$ cat config.mk
export PLATFORM = sky130hd
export DESIGN_NAME = mux_21_4
export DESIGN_NICKNAME = d
export VERILOG_FILES = /design/src/rtl/mux_21_4.sv
export SDC_FILE = /design/constraint.sdc
export NUM_CORES = 1
export LEC_CHECK = 0
export ABC_CLOCK_PERIOD_IN_PS = 1300
export CAP_MARGIN = 20
export CELL_PAD_IN_SITES_DETAIL_PLACEMENT = 0
export CELL_PAD_IN_SITES_GLOBAL_PLACEMENT = 1
export CORE_MARGIN = 5
export CORE_UTILIZATION = 25
export CTS_BUF_LIST = sky130_fd_sc_hd__clkbuf_8
export DETAILED_ROUTE_END_ITERATION = 10
export PLACE_DENSITY_LB_ADDON = 0.1
export SETUP_SLACK_MARGIN = 0.5
export SKIP_LAST_GASP = 1
export SLEW_MARGIN = 20
export SYNTH_ARGS = -nofsm -noshare
export SYNTH_HDL_FRONTEND = slang
export SYNTH_SLANG_ARGS = --single-unit
$ cat constraint.sdc
create_clock -name i_clk -period 1.3 [get_ports i_clk]
set_input_delay 0.13 -clock i_clk [delete_from_list [all_inputs] [get_ports i_clk]]
set_output_delay 0.13 -clock i_clk [all_outputs]
set_load 0.05 [all_outputs]
$ cat src/rtl/mux_21_4.sv
// -----------------------------------------------------------------------------
// mux_21_4
//   Word-wide 2-to-1 multiplexer used to steer one of two operand sources
//   into downstream logic. Besides the combinational result it provides a
//   registered copy and reports select activity (edge pulse + wrapping count).
//
// Ports
//   i_clk       : system clock, all state updates on the rising edge
//   i_rst_n     : asynchronous active-low reset
//   i_s         : select, 0 -> i_w0, 1 -> i_w1
//   i_w0, i_w1  : data words
//   o_f         : combinational mux result (not touched by reset)
//   o_f_q       : mux result registered on the rising edge
//   o_sel_chg   : one-cycle pulse when the sampled select differs from the
//                 previous sample
//   o_chg_cnt   : count of detected select edges, wraps silently
// -----------------------------------------------------------------------------
module mux_21_4 #(
    parameter int WIDTH = 4,
    parameter int CNT_W = 8
) (
    input  logic             i_clk,
    input  logic             i_rst_n,
    input  logic             i_s,
    input  logic [WIDTH-1:0] i_w0,
    input  logic [WIDTH-1:0] i_w1,
    output logic [WIDTH-1:0] o_f,
    output logic [WIDTH-1:0] o_f_q,
    output logic             o_sel_chg,
    output logic [CNT_W-1:0] o_chg_cnt
);

    logic [WIDTH-1:0] f_q,   f_d;
    logic             s_q,   s_d;
    logic             chg_q, chg_d;
    logic [CNT_W-1:0] cnt_q, cnt_d;

    // Same-delta result; no state involved so reset has no effect on it.
    assign o_f = i_s ? i_w1 : i_w0;

    always_comb begin
        f_d   = o_f;
        s_d   = i_s;
        // s_q resets to 0, so a select held at 1 across reset release
        // registers as an edge on the first clock.
        chg_d = (i_s != s_q);
        cnt_d = cnt_q;
        if (chg_d) begin
            cnt_d = cnt_q + {{(CNT_W-1){1'b0}}, 1'b1};
        end
    end

    always_ff @(posedge i_clk or negedge i_rst_n) begin
        if (!i_rst_n) begin
            f_q   <= '0;
            s_q   <= 1'b0;
            chg_q <= 1'b0;
            cnt_q <= '0;
        end else begin
            f_q   <= f_d;
            s_q   <= s_d;
            chg_q <= chg_d;
            cnt_q <= cnt_d;
        end
    end

    assign o_f_q     = f_q;
    assign o_sel_chg = chg_q;
    assign o_chg_cnt = cnt_q;

endmodule

==> impl_metrics.tcl <==
set metrics [dict create \
    post-route-period-util_pct 84.1 \
    die_w_microns 57.2 \
    ys_seq_elements 14 \
    drtIter0Drc 0 \
    die_height_microns 57.2 \
    vias_per_cell 4.28 \
    cts_max_path_buffers 2 \
    endpoint "o_chg_cnt[1]" \
    vias 496 \
    hpwl_microns 1080 \
    worstSetupStartpoint "o_chg_cnt[1]" \
    antenna_cells 0 \
    die_area_sq_um 3280 \
    overflow 0 \
    r2r-end "o_chg_cnt[6]" \
    cts_inserted_buffers 3 \
    required_ns 1.17 \
    synth.distinct_cells 11 \
    yosys.area.top_type "dfrtp_1" \
    h-tree-depth 1 \
    rsz0062_at_grt "true" \
    hold_viol 0 \
    syn2layout_area_growth_pct 123 \
    postPlaceCellArea_sq_um 1030 \
    timing.final.ws_setup_ns 0.206 \
    ys_seq_area_share_pct 62.8 \
    antenna_found_initial 0 \
    max_cap_viol_count 0 \
    tightest_slew_ns 0.229 \
    syn_area_sq_um 558 \
    root_buffer "clkbuf_8" \
    layout.nets 101 \
    endpoint_kind "output pin" \
    dp_slack_ns -0.191 \
    fin_skew_ns 0.00721 \
    drt-total-wl_microns 1540 \
    firstDrtPassIters 1 \
    netlist.area_leader.share_pct 62.8 \
    clock-sinks 14 \
    synth_area_leaders "dfrtp_1, xnor2_1, mux2_1, nand2_1, nand4_1" \
    grt_pass1_wl_microns 2610 \
    drc 0 \
    setup_viol 0 \
    clk_pin_slew_worst_paths_ns 0.06 \
    cts_tree "done" \
    io_buffers 27 \
    grt_usage_pct 10.8 \
    io_pins 28 \
    fin_crit_ns 1.09 \
    crit_type "register to output pin" \
    max_slew_margin_pct 84.8 \
    gp_congestion 0.665 \
    hold_path_class "input port to register" \
    drv_slew 0 \
    insertion_delay_ns 0.25 \
    cp-start-kind "register" \
    fin_util_pct 57.3 \
    r2r_start "o_chg_cnt[1]" \
    outcome "finished, final reports clean" \
    p_leak_nw 0.584 \
    drive_gt1_share_pct 75.0 \
    design_area_sq_um 1240 \
    wl_per_cell_microns 13.3 \
    holdBufCountCts 0 \
    ant_nets 0 \
    r2r_setup_slack_ns 0.21 \
    cp_data_arrival_time_ns 0.96 \
    total_power_mw 2.59 \
    powerDensity_nw_per_um2 2090 \
    place_inst 100 \
    grt_pass1_vias 544 \
    fp.coreArea_sq_um 2170 \
    grt_max_degree 15 \
    syn_inst 40 \
    syn_nets 52 \
    worst-r2r-cell-count 4 \
    final_cells 116 \
    cp_max_fo 4 \
    synth_warnings 0 \
    std_cell_rows 17 \
    nFillCells 190 \
    irDropWorstVdd_v 0.00136 \
    syn_area_per_cell_sq_um 14.0 \
    start_util_pct 25.7 \
    fmax_mhz 914 \
]
## synthesized netlist by cell type
master   count
inv_4        1
ha_1         1
and3_1       2
mux2_1       4
nand2_1      6
xnor2_2      1
xor2_1       1
nand4_1      3
xnor2_1      6
nor3b_2      1
dfrtp_1     14
## critical path, stage by stage (launching register included)
cell	delay, ns
dfrtp_2	0.44
buf_6	0.13
buf_12	0.13
## layout by cell type, fill, tap and decap left out
cell	instances
clkbuf_2	2
xnor2_1	5
dfrtp_1	7
buf_12	14
inv_1	1
buf_8	4
clkdlybuf4s50_1	1
nor3b_4	1
nand2_1	4
clkbuf_8	3
xnor2_2	1
and3_4	2
nand2_2	2
inv_4	1
buf_2	6
nand4_1	3
ha_4	1
buf_4	14
mux2_4	4
xnor2_4	1
buf_6	3
dfrtp_2	7
xor2_1	1
## flip-flops by register name, summed over array words and instances, names as in the netlist
signal,count
s_q,1
o_sel_chg,1
o_chg_cnt,8
o_f_q,4
## where the power goes
part           internal, mW  total [mW]  switching, mW
Combinational         0.801        1.48          0.678
Sequential            0.570       0.742          0.172
Clock                 0.209       0.373          0.163
Total                  1.58        2.59           1.01
## per-layer routing
metal  track usage, %  routed length (microns)
met2             17.3                      838
met4             6.95                       53
met1             12.1                      540
met5                0                        0
met3             3.85                      111
## repair_timing
item	CTS	global route
setup endpoints to repair	30	26
setup buffers	11	1
resized for setup	44	13
pin swaps	5	6
## worst min-delay path by stage
stage	slack [ns]	endpoint	startpoint	cells past startpoint
after floorplan	-0.17	o_chg_cnt[0]	i_rst_n	0
after global placement	0.46	o_f_q[1]	i_rst_n	2
after detailed placement	0.47	s_q	i_rst_n	2
after CTS	0.007	s_q	i_s	1
after global routing	-0.0009	s_q	i_s	1
final	0.01	s_q	i_s	1
## metrics by stage
step	hold WS, ns	setup TNS [ns]
global route	-0.000910	0
CTS	0.00659	0
floorplan	-0.166	0
detailed placement	0.473	-1.83
global placement	0.460	-1.76
finish	0.0116	0
## final cells by class
class	instances	area [sq um]	area share, %
multi-input cells	25	269	21.6
flip-flops and latches	14	359	28.9
repair buffers	44	529	42.6
inverters	1	6.26	0.503
clock inverters	1	3.75	0.302
well taps	28	35.0	2.82
clock buffers	3	41.3	3.32
## cells by family after synthesis
kind of cell,synth area share [%]
flops,62.8
simple gates,11.9
xor+xnor,13.9
mux,8.07
buf+inv,1.12
fa+ha+maj,2.24
Note: power is estimated with default switching activity, not from simulation.
